===== src/rtl/ram_arb_pkg.sv =====
// Shared definitions for the RAM port arbiter: FSM state encoding, default widths
// and the round-robin search used by rr_arbiter.
package ram_arb_pkg;

    localparam int DEF_N_REQ  = 3;
    localparam int DEF_ADDR_W = 8;
    localparam int DEF_DATA_W = 8;
    localparam int DEF_RD_LAT = 1;

    localparam int MAX_REQ   = 8;
    localparam int IDX_MAX_W = 3;

    typedef enum logic [1:0] {
        ST_IDLE   = 2'd0,
        ST_ACCESS = 2'd1,
        ST_WAIT   = 2'd2,
        ST_ACK    = 2'd3
    } arb_state_e;

    typedef struct packed {
        logic                 found;
        logic [IDX_MAX_W-1:0] idx;
    } rr_pick_t;

    // First set bit of req searching from last+1 upward, wrapping at n.
    function automatic rr_pick_t rr_pick(input logic [MAX_REQ-1:0]   req,
                                         input logic [IDX_MAX_W-1:0] last,
                                         input int                   n);
        rr_pick_t             r;
        logic [IDX_MAX_W-1:0] jj;
        r = '0;
        for (int k = 1; k <= MAX_REQ; k++) begin
            jj = IDX_MAX_W'((int'(last) + k) % n);
            if (k <= n && !r.found && req[jj]) begin
                r.found = 1'b1;
                r.idx   = jj;
            end
        end
        return r;
    endfunction

endpackage


===== src/rtl/ram_port_arbiter_if.sv =====
// Requester-side and RAM-side signals of the RAM port arbiter. The arbiter uses
// the slave modport; requesters plus the RAM instance together form the master.
interface ram_port_arbiter_if #(
    parameter int N_REQ  = 3,
    parameter int ADDR_W = 8,
    parameter int DATA_W = 8
);
    logic [N_REQ-1:0]        req;
    logic [N_REQ-1:0]        we;
    logic [N_REQ*ADDR_W-1:0] addr;
    logic [N_REQ*DATA_W-1:0] wdata;
    logic [N_REQ-1:0]        lock;
    logic [N_REQ-1:0]        gnt;
    logic [N_REQ-1:0]        ack;
    logic [DATA_W-1:0]       rdata;
    logic                    ram_en;
    logic                    ram_we;
    logic [ADDR_W-1:0]       ram_addr;
    logic [DATA_W-1:0]       ram_wdata;
    logic [DATA_W-1:0]       ram_rdata;

    modport master (
        output req, we, addr, wdata, lock, ram_rdata,
        input  gnt, ack, rdata, ram_en, ram_we, ram_addr, ram_wdata
    );

    modport slave (
        input  req, we, addr, wdata, lock, ram_rdata,
        output gnt, ack, rdata, ram_en, ram_we, ram_addr, ram_wdata
    );
endinterface


===== src/rtl/ram_port_arbiter_rr.sv =====
// Round-robin picker: combinational search starting after the last served index;
// the pointer register only moves when upd_i is pulsed. Reset gives index 0 top priority.
module rr_arbiter
    import ram_arb_pkg::*;
#(
    parameter int N_REQ = DEF_N_REQ,
    parameter int IDX_W = (N_REQ > 1) ? $clog2(N_REQ) : 1
) (
    input  logic             clk,
    input  logic             reset,
    input  logic [N_REQ-1:0] req_i,
    input  logic             upd_i,
    input  logic [IDX_W-1:0] upd_idx_i,
    output logic             found_o,
    output logic [IDX_W-1:0] win_o
);
    logic [IDX_W-1:0] last_q, last_d;
    rr_pick_t         pick;

    always_comb begin
        pick   = rr_pick(MAX_REQ'(req_i), IDX_MAX_W'(last_q), N_REQ);
        last_d = upd_i ? upd_idx_i : last_q;
    end

    always_ff @(posedge clk) begin
        if (reset) last_q <= IDX_W'(N_REQ - 1);
        else       last_q <= last_d;
    end

    assign found_o = pick.found;
    assign win_o   = IDX_W'(pick.idx);
endmodule


===== src/rtl/ram_port_arbiter.sv =====
// Shares one single-port sync RAM among N_REQ req/ack requesters, round-robin; optional bus lock under ARB_LOCK_EN.
// Latency: req seen in IDLE -> ack two cycles later (three for reads when RAM_RD_LAT=2); one access per 3-4 cycles.
// Backpressure: requesters hold req and operands until ack; requests arriving while busy wait for the next IDLE.
module ram_port_arbiter
    import ram_arb_pkg::*;
#(
    parameter int N_REQ      = DEF_N_REQ,
    parameter int ADDR_W     = DEF_ADDR_W,
    parameter int DATA_W     = DEF_DATA_W,
    parameter int RAM_RD_LAT = DEF_RD_LAT
) (
    input  logic              clk,
    input  logic              reset,
    ram_port_arbiter_if.slave bus
);
    localparam int IDX_W = (N_REQ > 1) ? $clog2(N_REQ) : 1;

    localparam logic [1:0] IDLE   = ST_IDLE;
    localparam logic [1:0] ACCESS = ST_ACCESS;
    localparam logic [1:0] WAIT   = ST_WAIT;
    localparam logic [1:0] ACK    = ST_ACK;

    logic [1:0]        state_q, state_d;
    logic [IDX_W-1:0]  win_q, win_d;
    logic              rd_q, rd_d;
    logic [N_REQ-1:0]  gnt_q, gnt_d, ack_q, ack_d;
    logic              ram_en_q, ram_en_d, ram_we_q, ram_we_d;
    logic [ADDR_W-1:0] ram_addr_q, ram_addr_d, sel_addr;
    logic [DATA_W-1:0] ram_wdata_q, ram_wdata_d, sel_wdata;
    logic [DATA_W-1:0] rdata_q, rdata_d;
    logic              sel_we, rr_found, ptr_upd, lock_hit, lock_win_q;
    logic [IDX_W-1:0]  rr_win, win;

    rr_arbiter #(.N_REQ(N_REQ), .IDX_W(IDX_W)) u_rr (
        .clk       (clk),
        .reset     (reset),
        .req_i     (bus.req),
        .upd_i     (ptr_upd),
        .upd_idx_i (win_q),
        .found_o   (rr_found),
        .win_o     (rr_win)
    );

`ifdef ARB_LOCK_EN
    logic             lock_vld_q, lock_vld_d, lock_win_d;
    logic [IDX_W-1:0] lock_own_q, lock_own_d;

    // A held lock overrides round-robin and leaves the pointer where it was.
    assign lock_hit = lock_vld_q && bus.req[lock_own_q] && bus.lock[lock_own_q];
    assign win      = lock_hit ? lock_own_q : rr_win;

    always_comb begin
        lock_vld_d = lock_vld_q;
        lock_own_d = lock_own_q;
        lock_win_d = lock_win_q;
        if (state_q == IDLE) begin
            lock_vld_d = rr_found && bus.lock[win];
            lock_own_d = win;
            lock_win_d = lock_hit;
        end
    end

    always_ff @(posedge clk) begin
        if (reset) begin
            lock_vld_q <= 1'b0;
            lock_own_q <= '0;
            lock_win_q <= 1'b0;
        end else begin
            lock_vld_q <= lock_vld_d;
            lock_own_q <= lock_own_d;
            lock_win_q <= lock_win_d;
        end
    end
`else
    assign lock_hit   = 1'b0;
    assign lock_win_q = 1'b0;
    assign win        = rr_win;
`endif

    always_comb begin
        sel_we    = 1'b0;
        sel_addr  = '0;
        sel_wdata = '0;
        for (int i = 0; i < N_REQ; i++) begin
            if (win == IDX_W'(i)) begin
                sel_we    = bus.we[i];
                sel_addr  = bus.addr[i*ADDR_W +: ADDR_W];
                sel_wdata = bus.wdata[i*DATA_W +: DATA_W];
            end
        end
    end

    always_comb begin
        state_d     = state_q;
        win_d       = win_q;
        rd_d        = rd_q;
        gnt_d       = gnt_q;
        ack_d       = '0;
        ram_en_d    = 1'b0;
        ram_we_d    = 1'b0;
        ram_addr_d  = ram_addr_q;
        ram_wdata_d = ram_wdata_q;
        rdata_d     = rdata_q;
        case (state_q)
            IDLE: begin
                if (rr_found) begin
                    win_d       = win;
                    rd_d        = !sel_we;
                    gnt_d       = '0;
                    gnt_d[win]  = 1'b1;
                    ram_en_d    = 1'b1;
                    ram_we_d    = sel_we;
                    ram_addr_d  = sel_addr;
                    ram_wdata_d = sel_wdata;
                    state_d     = ACCESS;
                end
            end
            ACCESS: begin
                if (RAM_RD_LAT == 2 && rd_q) begin
                    state_d = WAIT;
                end else begin
                    ack_d[win_q] = 1'b1;
                    state_d      = ACK;
                end
            end
            WAIT: begin
                ack_d[win_q] = 1'b1;
                state_d      = ACK;
            end
            default: begin
                if (rd_q) rdata_d = bus.ram_rdata;
                gnt_d   = '0;
                state_d = IDLE;
            end
        endcase
    end

    assign ptr_upd = (state_q == ACK) && !lock_win_q;

    always_ff @(posedge clk) begin
        if (reset) begin
            state_q     <= IDLE;
            win_q       <= '0;
            rd_q        <= 1'b0;
            gnt_q       <= '0;
            ack_q       <= '0;
            ram_en_q    <= 1'b0;
            ram_we_q    <= 1'b0;
            ram_addr_q  <= '0;
            ram_wdata_q <= '0;
            rdata_q     <= '0;
        end else begin
            state_q     <= state_d;
            win_q       <= win_d;
            rd_q        <= rd_d;
            gnt_q       <= gnt_d;
            ack_q       <= ack_d;
            ram_en_q    <= ram_en_d;
            ram_we_q    <= ram_we_d;
            ram_addr_q  <= ram_addr_d;
            ram_wdata_q <= ram_wdata_d;
            rdata_q     <= rdata_d;
        end
    end

    // Read data arrives from the RAM during the ack cycle, so it is passed straight through then.
    assign bus.rdata     = (state_q == ACK && rd_q) ? bus.ram_rdata : rdata_q;
    assign bus.gnt       = gnt_q;
    assign bus.ack       = ack_q;
    assign bus.ram_en    = ram_en_q;
    assign bus.ram_we    = ram_we_q;
    assign bus.ram_addr  = ram_addr_q;
    assign bus.ram_wdata = ram_wdata_q;
endmodule


===== src/flat_wrapper.sv =====
// flat-port wrapper written by rule: the top's interface ports become plain ports
module ram_port_arbiter_flat import ram_arb_pkg::*;
#(
    parameter int N_REQ      = DEF_N_REQ,
    parameter int ADDR_W     = DEF_ADDR_W,
    parameter int DATA_W     = DEF_DATA_W,
    parameter int RAM_RD_LAT = DEF_RD_LAT
)
  (clk, reset, bus_req, bus_we, bus_addr, bus_wdata, bus_lock, bus_ram_rdata, bus_gnt, bus_ack, bus_rdata, bus_ram_en, bus_ram_we, bus_ram_addr, bus_ram_wdata);
  ram_port_arbiter_if #(.N_REQ(N_REQ), .ADDR_W(ADDR_W), .DATA_W(DATA_W)) bus_i ();
  input  logic clk;
  input  logic reset;
  input wire logic [$bits(bus_i.req)-1:0] bus_req;
  input wire logic [$bits(bus_i.we)-1:0] bus_we;
  input wire logic [$bits(bus_i.addr)-1:0] bus_addr;
  input wire logic [$bits(bus_i.wdata)-1:0] bus_wdata;
  input wire logic [$bits(bus_i.lock)-1:0] bus_lock;
  input wire logic [$bits(bus_i.ram_rdata)-1:0] bus_ram_rdata;
  output wire logic [$bits(bus_i.gnt)-1:0] bus_gnt;
  output wire logic [$bits(bus_i.ack)-1:0] bus_ack;
  output wire logic [$bits(bus_i.rdata)-1:0] bus_rdata;
  output wire logic [$bits(bus_i.ram_en)-1:0] bus_ram_en;
  output wire logic [$bits(bus_i.ram_we)-1:0] bus_ram_we;
  output wire logic [$bits(bus_i.ram_addr)-1:0] bus_ram_addr;
  output wire logic [$bits(bus_i.ram_wdata)-1:0] bus_ram_wdata;
  assign bus_i.req = bus_req;
  assign bus_i.we = bus_we;
  assign bus_i.addr = bus_addr;
  assign bus_i.wdata = bus_wdata;
  assign bus_i.lock = bus_lock;
  assign bus_i.ram_rdata = bus_ram_rdata;
  assign bus_gnt = bus_i.gnt;
  assign bus_ack = bus_i.ack;
  assign bus_rdata = bus_i.rdata;
  assign bus_ram_en = bus_i.ram_en;
  assign bus_ram_we = bus_i.ram_we;
  assign bus_ram_addr = bus_i.ram_addr;
  assign bus_ram_wdata = bus_i.ram_wdata;
  ram_port_arbiter #(.N_REQ(N_REQ), .ADDR_W(ADDR_W), .DATA_W(DATA_W), .RAM_RD_LAT(RAM_RD_LAT)) u_core (.clk(clk), .reset(reset), .bus(bus_i));
endmodule

===== config.mk =====
export PLATFORM = sky130hd
export DESIGN_NAME = ram_port_arbiter_flat
export DESIGN_NICKNAME = d
export VERILOG_FILES = /design/src/rtl/ram_arb_pkg.sv /design/src/rtl/ram_port_arbiter_if.sv /design/src/rtl/ram_port_arbiter_rr.sv /design/src/rtl/ram_port_arbiter.sv /design/src/flat_wrapper.sv
export SDC_FILE = /design/constraint.sdc
export NUM_CORES = 1
export LEC_CHECK = 0
export CORE_MARGIN = 3
export CORE_UTILIZATION = 56
export CTS_BUF_LIST = sky130_fd_sc_hd__clkbuf_4 sky130_fd_sc_hd__clkbuf_8 sky130_fd_sc_hd__clkbuf_16
export DETAILED_ROUTE_END_ITERATION = 8
export DONT_BUFFER_PORTS = 1
export GPL_ROUTABILITY_DRIVEN = 0
export GPL_TIMING_DRIVEN = 1
export PLACE_DENSITY = 0.76
export SYNTH_ARGS = -nofsm -noshare
export SYNTH_HDL_FRONTEND = slang
export SYNTH_SLANG_ARGS = --single-unit

===== constraint.sdc =====
create_clock -name clk -period 2.6 [get_ports clk]
set_clock_uncertainty 0.1 [all_clocks]
set_input_delay 0.52 -clock clk [delete_from_list [all_inputs] [get_ports clk]]
set_output_delay 0.52 -clock clk [all_outputs]
set_load 0.1 [all_outputs]

==> results of run 1 <==
==> final cells by class <==
type | instances | area, um^2 | area share, %
clock buffers | 5 | 68.82 | 2.513
clock inverters | 3 | 43.79 | 1.599
inverters | 14 | 57.56 | 2.101
multi-input cells | 171 | 1311 | 47.88
flip-flops and latches | 39 | 788.3 | 28.78
well taps | 46 | 57.56 | 2.101
repair buffers | 52 | 411.6 | 15.03
==> where the power goes <==
| part | total [uW] | internal (uW) | switching [uW] |
|---|---|---|---|
| Combinational | 1220 | 376 | 848 |
| Clock | 505 | 286 | 219 |
| Sequential | 710 | 676 | 34.2 |
| Total | 2440 | 1340 | 1100 |
==> placed cells by master, fill, tap and decap left out, drive strengths merged, types with 2 or more instances in the layout <==
cell	instances
buf	52
dfxtp	39
nor2	21
nor3	16
nand2	14
inv	14
nor4	10
ha	10
a211o	9
a222oi	9
mux2	9
and2	8
nand3	7
o21ai	7
a21oi	6
o32ai	6
clkbuf	5
o211ai	4
nand2b	3
nor4b	3
nor3b	3
mux2i	3
a211oi	3
a21boi	2
nand4	2
a311oi	2
or3	2
clkinv	2
==> what timing repair did <==
item,CTS,global route
gates cloned,0,2
resized for setup,6,25
setup endpoints to repair,17,19
buffers inserted,1,1
endpoints found under the hold margin,0,0
pin swaps,1,8
==> routing by layer <==
layer  vias up  track usage [%]  share of wire (%)
met5         -                0                  0
met4         0            6.076                1.3
met3         8            8.153                9.1
met2       102            45.40                 52
met1       956            29.45                 37
li1        975                -                  -
==> worst max-delay path, cell delays in order, from the launching register on <==
cell	delay (ns)
dfxtp_4	0.37
inv_4	0.05
ha_4	0.27
mux2i_4	0.19
o31a_1	0.31
a41o_1	0.24
or3_4	0.45
a222oi_1	0.37
nor4_1	0.10
==> through the flow <==
stage / utilization, % / cell area, um^2
final: 78.97 / 2739
after global routing: 78.97 / 2739
after CTS: 75.32 / 2613
after detailed placement: 71.36 / 2475
after global placement: 71.36 / 2475
after floorplan: - / 2113
==> registers in the layout, indices dropped and copies added (netlist names) <==
name	flops
u_core.bus.ram_we	1
u_core.bus.ram_en	1
u_core.bus.ack	3
u_core.bus.gnt	3
u_core.state_q	2
u_core.bus.ram_wdata	8
u_core.rdata_q	8
u_core.bus.ram_addr	8
u_core.rd_q	1
u_core.u_rr.last_q	2
u_core.win_q	2
==> kinds of logic after synthesis <==
logic type / after synthesis
AND/OR/NAND/NOR: 93
AO/OA/AOI/OAI: 55
flip-flops: 39
buffers and inverters: 28
multiplexers: 12
adder cells (fa/ha/maj): 10
==> path summary, 6_finish.rpt <==
kind | startpoint | end
min reg2reg | u_core.bus.gnt[0]$_SDFFE_PP0P_ | u_core.bus.gnt[0]$_SDFFE_PP0P_
max reg2reg | u_core.u_rr.last_q[0]$_SDFFE_PP0N_ | u_core.bus.ram_addr[0]$_SDFFE_PP0P_
min | reset | u_core.state_q[1]$_SDFFE_PP0P_
max | u_core.u_rr.last_q[0]$_SDFFE_PP0N_ | u_core.bus.ram_addr[0]$_SDFFE_PP0P_
==> impl_metrics.csv, run 1 <==
group,metric,value,unit
pwr,leakage,0.001162,uW
run_status,outcome,"finished, final reports clean",
cells_and_area,diodes,0,
worst_setup_path,r2r_cells,8,
clock_network,cts_buffers,5,
pwr,finalPower,2439,uW
global_routing,grt_pass1_wl,8783,um
floorplanning,dieArea,4508,um^2
worst_setup_path,ff2ff_setup_slack,0.04,ns
worst_setup_path,worst-setup-path-type,"reg -> reg",
clock_network,cts_max_level,2,
worst_setup_path,crit_fanout,5,
place,dp_hpwl,4102,um
clock_network,insertion_delay,0.29,ns
cells_and_area,area_delta_synth_final,30.84,%
clock_network,clockBufferDepth,2,
synth,async_flop_share,0,%
sta,slew-limit-headroom,64.32,%
floorplanning,fp.dieW,67.14,um
floorplanning,die_h,67.14,um
sta,rsz0062_at_grt,"true",
synth,ys_seq_area_share,37.30,%
synth,synth_commonest_cells,"dfxtp_1 (39), nor2_1 (20), nor3_1 (16)",
cells_and_area,layout-drive-gt1-share,32.75,%
sta,setup_viol,0,
worst_setup_path,endpoint_kind,"flop",
synth,yosysWarningCount,0,
floorplanning,design.portCount,99,
worst_setup_path,cp.arrival,2.63,ns
routing,viasPerCell,6.185,
routing,drc,0,
cells_and_area,nFillCells,254,
pwr,ir_drop,0.7975,mV
synth,synthMostInstantiatedCell,"dfxtp_1",
synth,synth.net_count,314,
sta,fin_crit,2.564,ns
routing,ant_nets,0,
synth,yosys.area.top_type,"dfxtp_1",
worst_setup_path,required,2.67,ns
sta,clock.fmax,390.0,MHz
floorplanning,core,3468,um^2
routing,wl,5788,um
global_routing,grt_overflow,0,
sta,finalWorstSetupSlack,0.03616,ns
floorplanning,fp-row-count,21,
synth,synth-compound-area-share,20.92,%
job,max-cap-violations,0,
sta,slew_viol_final,0,
clock_network,tritoncts,"done",
synth,synth.distinct_cells,48,
place,placed_cells,318,
pwr,powerDensity,890.5,nW/um^2
sta,period_share,98.61,%
sta,hold_violations,0,
global_routing,antenna_found_initial,0,
floorplanning,initial_core_util,60.35,%
sta,finalSetupTns,0,ns
synth,synth_area_leaders,"dfxtp_1 (37%), ha_1 (6.0%), a222oi_1 (4.3%)",
clock_network,clk_pin_slew,0.08,ns
global_routing,grt_pass1_vias,1898,
clock_network,clock-root-buffer,"clkbuf_8",
sta,hold_slack,0.1870,ns
clock_network,hold_buffers,0,
clock_network,clock_sinks,39,
cells_and_area,layout.nets,360,
cells_and_area,stdcell_count,330,
synth,yosys.area_share.simple,23.37,%
routing,first_iter_violations,160,
global_routing,gr-usage-all-layers,25.47,%
synth,synth-xor-area-share,0,%
min_path,min_path_type,"in -> reg",
synth,synth_top_family_by_area,"simple AND/OR/NAND/NOR gates",
synth,avgSynthCellArea,8.832,um^2
routing,vias,2041,
synth,synth.area.mux_share,6.276,%
worst_setup_path,startpoint_type,"flop",
synth,synthCells,237,
place,pre_cts_slack,-0.07541,ns
synth,synth-main-ff-cell,"dfxtp_1",
routing,dr.pass1.iters,6,
routing,wl_per_cell,17.54,um
min_path,hold_depth,1,
synth,synth_area,2093,um^2
synth,synthAdderAreaFrac,5.977,%
synth,ys_seq_elements,39,
synth,synth_top_area_share,37.30,%
global_routing,grt_max_degree,25,
place,io_buffer_count,0,
sta,worst_pin_slew,0.5352,ns
synth,synth_edf_count,0,
(Power assumes the default switching activity.)
==> run 2, diff against run 1 <==
==> constraint.sdc (replaced) <==
create_clock -name clk -period 2.6 [get_ports clk]
set_clock_uncertainty 0.1 [all_clocks]
set_input_delay 0.52 -clock clk [delete_from_list [all_inputs] [get_ports clk]]
set_output_delay 0.52 -clock clk [all_outputs]
set_load 0.005 [all_outputs]
==> impl_metrics.csv, run 2 (synthesis results as in run 1) <==
group,metric,value,unit
clock_network,clock-root-buffer,"clkbuf_8",
clock_network,clockBufferDepth,2,
worst_setup_path,ff2ff_setup_slack,-0.18,ns
routing,dr.pass1.iters,6,
global_routing,grt_pass1_wl,8569,um
sta,finalSetupTns,-1.380,ns
pwr,powerDensity,692.5,nW/um^2
routing,wl_per_cell,19.70,um
sta,period_share,106.9,%
global_routing,grt_max_degree,25,
routing,vias,2102,
clock_network,tritoncts,"done",
floorplanning,die_h,67.14,um
clock_network,clock_sinks,39,
run_status,outcome,"finished with violations",
cells_and_area,diodes,0,
floorplanning,initial_core_util,60.35,%
worst_setup_path,crit_buf_inv,5,
routing,drc,0,
global_routing,grt_pass1_vias,1857,
clock_network,cts_max_level,2,
place,pre_cts_slack,-0.5311,ns
pwr,finalPower,1980,uW
worst_setup_path,startpoint_type,"flop",
floorplanning,dieArea,4508,um^2
sta,slew-limit-headroom,76.13,%
worst_setup_path,slowest_stage,"dfxtp_2",
worst_setup_path,cp_common_cell,"buf_6",
routing,viasPerCell,6.468,
sta,setup_viol,17,
floorplanning,design.portCount,99,
sta,worst_pin_slew,0.3569,ns
cells_and_area,final_cell_mix,"dfxtp_1 (37), buf_4 (35), nor2_1 (15), inv_1 (13), nand2_1 (13)",
worst_setup_path,crit_chain,"inv_1, ha_4, mux2i_4, buf_4, o31a_1, a41o_1, buf_6, o21ai_4, buf_6, buf_6, a222oi_1, nor4_1",
job,max-cap-violations,0,
routing,first_iter_violations,150,
clock_network,cts_buffers,5,
cells_and_area,final_common_cell,"dfxtp_1",
cells_and_area,final_core_util,82.43,%
floorplanning,fp.dieW,67.14,um
sta,rsz0062_at_grt,"true",
worst_setup_path,worst-setup-path-type,"reg -> reg",
pwr,ir_drop,0.5109,mV
cells_and_area,area_delta_synth_final,36.58,%
run_status,violations,"negative setup slack",
sta,fin_crit,2.779,ns
sta,clock.fmax,359.9,MHz
routing,wl,6401,um
floorplanning,core,3468,um^2
sta,slew_viol_final,0,
sta,finalWorstSetupSlack,-0.1788,ns
clock_network,insertion_delay,0.29,ns
cells_and_area,layout.nets,355,
min_path,min_path_type,"in -> reg",
worst_setup_path,required,2.68,ns
worst_setup_path,crit_fanout,5,
worst_setup_path,cp.arrival,2.86,ns
global_routing,grt_overflow,0,
worst_setup_path,endpoint_kind,"flop",
worst_setup_path,crit_path_max_incr_delay,0.36,ns
cells_and_area,layout-drive-gt1-share,35.84,%
clock_network,hold_buffers,0,
pwr,leakage,0.001169,uW
place,dp_hpwl,3889,um
place,io_buffer_count,0,
worst_setup_path,cpLargestDelayFamily,"compound AO/OA/AOI/OAI gates",
routing,ant_nets,0,
sta,hold_violations,0,
floorplanning,fp-row-count,21,
global_routing,gr-usage-all-layers,24.75,%
clock_network,clk_pin_slew,0.08,ns
global_routing,antenna_found_initial,0,
[run 2: cell types whose count changed in the layout (fill, tap and decap cells not counted), sizes merged]
cell / delta
buf: -5
bufinv: -1
clkbuf: +1
clkinv: -1
clkinvlp: +1
[run 2: path summary, 6_finish.rpt]
| kind | start | end | depth (start not counted) |
|---|---|---|---|
| setup / recovery | u_core.u_rr.last_q[1]$_SDFFE_PP1N_ | u_core.bus.ram_wdata[5]$_SDFFE_PP0P_ | 12 |
| setup reg to reg | u_core.u_rr.last_q[1]$_SDFFE_PP1N_ | u_core.bus.ram_wdata[5]$_SDFFE_PP0P_ | 12 |
| hold reg to reg | u_core.bus.ram_addr[3]$_SDFFE_PP0P_ | u_core.bus.ram_addr[3]$_SDFFE_PP0P_ | 2 |
| hold / removal | reset | u_core.u_rr.last_q[0]$_SDFFE_PP0N_ | 1 |
[run 2: where the power goes]
| part | switching [uW] | leakage (uW) | internal, uW |
|---|---|---|---|
| sequential | 67.4 | 0.000319 | 678 |
| clock | 219 | 0.0000446 | 198 |
| combinational | 407 | 0.000805 | 411 |
| total | 694 | 0.00117 | 1290 |
[run 2: area by class of cell]
type	count	area, um^2
clock inverter	2	12.51
clock buffer	6	76.32
multi-input combinational	171	1433
sequential	39	783.3
tap	46	57.56
fill	203	609.3
inverter	14	55.05
timing repair buffer	47	441.7
[run 2: what timing repair did]
action / in CTS / in global routing
resized for setup: 17 / 47
pin swaps: 6 / 23
gates cloned: 1 / 0
setup endpoints to repair: 21 / 22
buffers inserted: 2 / 16
[run 2: worst reg2reg max path, cell delays in order, from the launching register on]
cell,delay (ns)
dfxtp_2,0.36
inv_1,0.09
ha_4,0.26
mux2i_4,0.19
buf_4,0.14
o31a_1,0.28
a41o_1,0.29
buf_6,0.14
o21ai_4,0.18
buf_6,0.12
buf_6,0.09
a222oi_1,0.09
nor4_1,0.35
[run 2: per-stage QoR]
step / std cells / hold WS, ns / area, um^2
floorplan: 237 / 0.3482 / 2101
global placement: 299 / 0.3616 / 2345
detailed placement: 299 / 0.3672 / 2345
CTS: 309 / 0.1785 / 2534
global route: 325 / 0.1687 / 2859
finish: 325 / 0.1836 / 2859
[run 2: layer usage]
metal	GRT usage, %	vias to the layer above	wire, um
met5	0	-	0
met4	10.13	0	151
met3	6.656	16	523
met2	40.00	113	3297
met1	31.16	1002	2429
li1	-	971	-
